### src/rtl/accessor.sv
// accessor: memory-access stage between executor and writeback (loads, stores, LUI/ALU pass-through)
// Ports:
//   clk, reset_n                     clock, synchronous active-low reset
//   executor_valid / accessor_ready  op handshake from the executor (accepted only in IDLE)
//   accessor_valid / writeback_ready result handshake towards writeback (valid only in DONE)
//   executor_rd, executor_rd_data, executor_mem_addr, executor_mem_data, executor_is_*  captured op
//   mem_valid, mem_ready, mem_addr, mem_wdata, mem_wstrb, mem_rdata  single-beat word bus
//   accessor_rd, accessor_rd_data, accessor_fault  result towards writeback
module accessor #(
  parameter int TIMEOUT = 16
) (
  input  logic        clk,
  input  logic        reset_n,
  input  logic        executor_valid,
  output logic        accessor_ready,
  output logic        accessor_valid,
  input  logic        writeback_ready,
  input  logic [4:0]  executor_rd,
  input  logic [31:0] executor_rd_data,
  input  logic [31:0] executor_mem_addr,
  input  logic [31:0] executor_mem_data,
  input  logic        executor_is_lui,
  input  logic        executor_is_lb,
  input  logic        executor_is_lbu,
  input  logic        executor_is_lh,
  input  logic        executor_is_lhu,
  input  logic        executor_is_lw,
  input  logic        executor_is_sb,
  input  logic        executor_is_sh,
  input  logic        executor_is_sw,
  output logic        mem_valid,
  input  logic        mem_ready,
  output logic [31:0] mem_addr,
  output logic [31:0] mem_wdata,
  output logic [3:0]  mem_wstrb,
  input  logic [31:0] mem_rdata,
  output logic [4:0]  accessor_rd,
  output logic [31:0] accessor_rd_data,
  output logic        accessor_fault
);
  localparam int CW = $clog2(TIMEOUT + 1);
  typedef enum logic [1:0] {IDLE, BUS, DONE} state_t;
  state_t state, state_n;
  logic [CW-1:0] cnt;
  logic [4:0] rd_q;
  logic [1:0] lane, sz;
  logic ld, sx;
  logic accept, is_ld, is_st, mis, bus_op, tmo;
  logic [31:0] pass_val, wdata, shifted, load_val;
  logic [3:0] strb;
  assign accessor_ready = state == IDLE && reset_n;
  assign accessor_valid = state == DONE;
  assign mem_valid = state == BUS;
  always_comb begin
    accept = executor_valid && accessor_ready;
    is_ld = executor_is_lb | executor_is_lbu | executor_is_lh | executor_is_lhu | executor_is_lw;
    is_st = executor_is_sb | executor_is_sh | executor_is_sw;
    mis = ((executor_is_lh | executor_is_lhu | executor_is_sh) & executor_mem_addr[0])
        | ((executor_is_lw | executor_is_sw) & |executor_mem_addr[1:0]);
    bus_op = (is_ld | is_st) & ~mis;
    pass_val = executor_is_lui ? executor_mem_addr : executor_rd_data;
    strb = executor_is_sb ? 4'b0001 << executor_mem_addr[1:0]
         : executor_is_sh ? (executor_mem_addr[1] ? 4'b1100 : 4'b0011)
         : executor_is_sw ? 4'b1111 : 4'b0000;
    wdata = executor_is_sb ? {4{executor_mem_data[7:0]}}
          : executor_is_sh ? {2{executor_mem_data[15:0]}} : executor_mem_data;
    // the addressed byte/half is brought down to bit 0 before extension
    shifted = mem_rdata >> {lane, 3'b000};
    load_val = sz[1] ? shifted
             : sz[0] ? {{16{sx & shifted[15]}}, shifted[15:0]}
             : {{24{sx & shifted[7]}}, shifted[7:0]};
    // mem_ready in the expiring cycle takes priority over the timeout
    tmo = !mem_ready && cnt == CW'(TIMEOUT - 1);
    state_n = state == IDLE ? (accept ? (bus_op ? BUS : DONE) : IDLE)
            : state == BUS ? ((mem_ready || tmo) ? DONE : BUS)
            : (writeback_ready ? IDLE : DONE);
  end
  always_ff @(posedge clk) begin
    if (!reset_n) state <= IDLE;
    else state <= state_n;
  end
  always_ff @(posedge clk) begin
    if (!reset_n) begin
      cnt <= '0;
      rd_q <= '0;
      lane <= '0;
      sz <= '0;
      ld <= 1'b0;
      sx <= 1'b0;
      mem_addr <= '0;
      mem_wdata <= '0;
      mem_wstrb <= '0;
      accessor_rd <= '0;
      accessor_rd_data <= '0;
      accessor_fault <= 1'b0;
    end else if (accept) begin
      cnt <= '0;
      rd_q <= executor_rd;
      lane <= executor_mem_addr[1:0];
      sz <= {executor_is_lw, executor_is_lh | executor_is_lhu};
      ld <= is_ld;
      sx <= executor_is_lb | executor_is_lh;
      mem_addr <= {executor_mem_addr[31:2], 2'b00};
      mem_wdata <= wdata;
      mem_wstrb <= strb;
      accessor_rd <= mis ? 5'd0 : executor_rd;
      // bus ops start at 0; loads overwrite it when the read completes
      accessor_rd_data <= (mis || bus_op || executor_rd == 5'd0) ? 32'd0 : pass_val;
      accessor_fault <= mis;
    end else if (state == BUS) begin
      cnt <= cnt + CW'(1);
      if (mem_ready) accessor_rd_data <= (ld && rd_q != 5'd0) ? load_val : 32'd0;
      else if (tmo) begin
        accessor_fault <= 1'b1;
        accessor_rd <= 5'd0;
        accessor_rd_data <= 32'd0;
      end
    end
  end
endmodule

### config.mk
export PLATFORM = sky130hd
export DESIGN_NAME = accessor
export DESIGN_NICKNAME = d
export VERILOG_FILES = /design/src/rtl/accessor.sv
export SDC_FILE = /design/constraint.sdc
export NUM_CORES = 1
export LEC_CHECK = 0
export ABC_AREA = 1
export CAP_MARGIN = 20
export CORE_MARGIN = 4
export CORE_UTILIZATION = 40
export DETAILED_ROUTE_END_ITERATION = 10
export PLACE_DENSITY = 0.78
export SYNTH_ARGS = -nofsm -noshare
export SYNTH_HDL_FRONTEND = slang
export SYNTH_SLANG_ARGS = --single-unit
export TNS_END_PERCENT = 10
### constraint.sdc
create_clock -name clk -period 1.59 [get_ports clk]
set_input_delay 0.159 -clock clk [delete_from_list [all_inputs] [get_ports clk]]
set_output_delay 0.159 -clock clk [all_outputs]
set_load 0.005 [all_outputs]
[Word-level counts from Yosys, hierarchy flattened]
Index checks and enable logic that the tools add are counted.
W data, S select, Z words.
Cells by class
  reduce and logical (&&, ||, !) cells: 18
  bitwise gates (word level): 19
  equality and inequality tests: 4
  shifts and indexed selects: 2
  add/sub/neg operators: 1
  mux-type cells: 30
Operators by type and width (count)
  $mux W32: 11
  $shr A32 B5 Y32: 1
  $mux W5: 5
  $mux W4: 4
  $mux W2: 6
  $or A1 B1 Y1: 12
  $add A5 B1 Y5 const B: 1
  $and A1 B1 Y1: 5
  $eq A5 B4 Y1 const B: 1
  $logic_not A5 Y1: 1
  $reduce_bool A5 Y1: 1
  $logic_and A1 B1 Y1: 4
  $mux W1: 4
  $reduce_bool A2 Y1: 2
  $reduce_or A2 Y1: 2
  $shl A1 B2 Y4 const A: 1
  $logic_or A1 B1 Y1: 3
  $reduce_and A3 Y1: 1
  $reduce_bool A3 Y1: 1
  $eq A2 B1 Y1 const B: 1
  $eq A2 B2 Y1 const B: 1
  $logic_not A2 Y1: 1
  $ne A2 B1 Y1 const B: 1
  $not A1 Y1: 2
  other kinds (2): 2
Word-level totals
  input port bits: 147
  flip-flop bits (word level): 122
  output and inout port bits: 109
  word-level logic and storage cells: 87

[Logic depth before layout (Yosys ltp)]
  depth after elaboration: 10
  gate-level depth with buffers: 11
  depth with buffers taken out: 9

[Worst setup path before layout]
Ideal clock, no wire load.
  kind: register -> register
  from: register cnt[0]
  to: register accessor_rd_data[13]
  required time: 1.481 ns
  period minus slack after synthesis: 1.651 ns
  path slack: -0.061 ns
  cell stages (with the launch flop): 11
  arrival time: 1.542 ns
  buffers on the path: 1
  setup time: 0.109 ns
  cell sequence: dfxtp_1 ha_1 and3_1 ha_1 o21ai_2 nand2_2 buf_2 o21ai_0 inv_1 nand2_1 inv_1
Between the ends
  cells in the longest elaborated chain, start to end: 4
Ends and longest elaborated chain
  from (decl): RTL line 44  | logic [CW-1:0] cnt;
  from (signal assigned): RTL line 111  | cnt <= cnt + CW'(1);
  $eq A5 B4 Y1: RTL line 73  | tmo = !mem_ready && cnt == CW'(TIMEOUT - 1);
  $logic_and A1 B1 Y1: RTL line 73
  $reduce_bool A3 Y1 (no line)
  $reduce_and A2 Y1 (no line)
  to (signal assigned): RTL line 108  | accessor_rd_data <= (mis || bus_op || executor_rd == 5'd0) ? 32'd0 : pass_val;
  to (signal assigned): RTL line 112  | if (mem_ready) accessor_rd_data <= (ld && rd_q != 5'd0) ? load_val : 32'd0;
  to (decl): RTL line 38  | output logic [31:0] accessor_rd_data,
Every way passes these cells.
A chain may end at the register's enable or synchronous reset.

[Final worst setup path]
  from: register cnt[1]
  to: register accessor_rd_data[6]
The elaborated chain is that of the path after synthesis.

==> flow_summary.ini <==
[timing]
final_hold_viol_count = 0
skew_ns = 0.00505
fin_ws_ns = -0.239
final_max_slew_viol_count = 0
final.setup.tns_ns = -5.47
max_freq_ghz = 0.547
tightestPinTransition_ns = 0.592
finalCriticalPeriod_ns = 1.83
slew_headroom = 0.605
period_share = 1.15
setup_viol = 32
rsz0062_at_grt = yes

[critical_path]
critPathMaxFanout = 14
crit_required_ns = 1.90
crit_type = reg -> reg
critPathArrivalTime_ns = 2.14
start_kind = flop
end_kind = flop

[final_layout]
fin_area_mm2 = 0.0103
syn2layout_area_growth_pct = 62.7
fin_nets = 1349
final_cell_mix = 249 x clkdlybuf4s50_1, 216 x nand2_1, 118 x dfxtp_1
diodes = 0
nFillCells = 1314
final_layout_size_suffix_gt1_frac = 0.155
final_common_cell = clkdlybuf4s50_1

[status]
status = finished, violations left
violations = setup timing

[logic_synthesis]
syn_area_mm2 = 0.00636
synth.avg_cell_area_um2 = 6.92
yosysUniqueCellTypes = 35
synthCells = 919
ys_seq_area_frac = 0.384
yosys_warnings = 0
synth_seq_cells = 122

[grt]
grt_usage = 0.253
overflow = 0
grt_max_degree = 54
grt_pass1_vias = 7097
antenna_found_initial = 0
grt_first_pass_wirelength_um = 36500

[cts]
clockBufferDepth = 2
cts-root-buf = clkbuf_16
cts_buffers = 17
clkTransAtPathRegs_ns = 0.05
cts_tree = built
cts_sinks = 122
clock_latency_ns = 0.41
ctsHtreeMaxLevel = 4

[die]
num_rows = 45
io_pins = 256
dieArea_mm2 = 0.0180
fp.dieW_um = 134
initial_core_util = 0.414
die_h_um = 134
core-area_mm2 = 0.0154

[detailed_routing]
ant_nets = 0
drc = 0
vias = 7279
firstDrtPassIters = 5
avgRoutedWirePerCell_um = 16.8
drt_iter0_drc = 553
finalWirelength_um = 23900
vias_per_cell = 5.12

[power_and_ir_drop]
cellLeakagePower_nw = 4.21
power.density_mw_per_mm2 = 895
peakVddDrop_mv = 0.779
p_total_w = 0.00926

[placement]
dpl.hpwl_um = 16600
portBuffers = 253
place_area_mm2 = 0.00939
gp_congestion = 0.911

[worst_hold_path]
hold_class = in -> reg

[job]
maxCapViolCount = 0
-- synthesized netlist by cell type (all sizes together) --
cell,n,area share
ha,2,0.0039
o21a,1,0.0012
nor2,91,0.064
a21oi,83,0.065
o22ai,6,0.0059
dfxtp,122,0.38
clkbuf,23,0.014
nand4,3,0.0030
nor3b,1,0.0012
inv,70,0.041
buf,44,0.043
a31oi,11,0.011
conb,1,0.00059
mux2,32,0.057
o211ai,5,0.0059
nor3,4,0.0031
o21ai,105,0.083
o31ai,9,0.011
and3,2,0.0020
nand2,228,0.14
xor2,1,0.0014
nand3,75,0.061
-- flip-flops by register name, summed over array words and instances (netlist names) --
| name | cells |
|---|---|
| state | 2 |
| mem_wstrb | 4 |
| ld | 1 |
| mem_addr | 30 |
| sx | 1 |
| mem_wdata | 32 |
| cnt | 5 |
| lane | 2 |
| sz | 2 |
| rd_q | 5 |
| accessor_rd | 5 |
| accessor_fault | 1 |
| accessor_rd_data | 32 |
-- logic make-up after synthesis --
logic type,after synthesis,synth area share
DFF,122,0.384
adders and majority gates,2,0.00394
muxes,32,0.0567
buffers and inverters,137,0.0982
and+or+nand+nor,404,0.272
xor gates and xnor gates,1,0.00138
AOI/OAI and AO/OA,220,0.183
other,1,0.000590
-- area by class of cell --
cell class | count | area (µm²) | area share
tap | 211 | 264 | 0.0255
clock buffer | 21 | 460 | 0.0445
clock inverter | 8 | 121 | 0.0117
sequential | 122 | 2450 | 0.237
inverter | 70 | 265 | 0.0256
multi-input combinational | 661 | 3430 | 0.332
timing repair buffer | 328 | 3350 | 0.324
-- layer usage --
| layer | vias up | track usage | wire length, µm |
|---|---|---|---|
| met4 | 0 | 0.0831 | 683 |
| met2 | 298 | 0.415 | 11000 |
| met3 | 51 | 0.0904 | 2170 |
| met1 | 3331 | 0.310 | 10100 |
| li1 | 3599 | - | - |
| met5 | - | 0 | 0 |
-- metrics by stage --
stage | setup WS (ns) | hold WS (ns) | cells | util
2_1_floorplan | 0.0113 | 0.298 | 920 | -
4_1_cts | -0.0925 | 0.187 | 1414 | 0.658
3_3_place_gp | -0.187 | 0.442 | 1379 | 0.611
6_report | -0.239 | 0.206 | 1421 | 0.673
5_1_grt | -0.271 | 0.211 | 1421 | 0.673
3_5_place_dp | -0.243 | 0.452 | 1379 | 0.611
-- worst max-delay path, cell delays in order, from the launching register on --
cell,delay (ns)
dfxtp_2,0.33
ha_4,0.16
and3_4,0.17
ha_4,0.17
o21ai_4,0.20
nand2_4,0.17
clkbuf_16,0.23
o21ai_2,0.14
inv_1,0.06
nand2_1,0.06
inv_1,0.03
-- where the power goes --
group          switching, W  internal (W)
clock network       0.00136       0.00251
registers          0.000108       0.00325
logic              0.000930       0.00109
-- repair_timing --
item / 4_1_cts / 5_1_grt
gates resized for setup: 23 / 36
endpoints found under the hold margin: 0 / 0
cloned: 2 / 4
pin swaps: 3 / 13
setup endpoints to repair: 35 / 41
buffers inserted: 4 / 3
hold buffers: 0 / 0
-- path summary, 6_finish.rpt --
check | from | endpoint | slack, ns | depth (start not counted)
worst min register to register | mem_addr[19] | mem_addr[19] | 0.46 | 2
worst max-delay path | cnt[1] | accessor_rd_data[6] | -0.24 | 10
worst min-delay path | reset_n | rd_q[1] | 0.21 | 5
worst max register to register | cnt[1] | accessor_rd_data[6] | -0.24 | 10
Note: power is estimated with default switching activity, not from simulation.
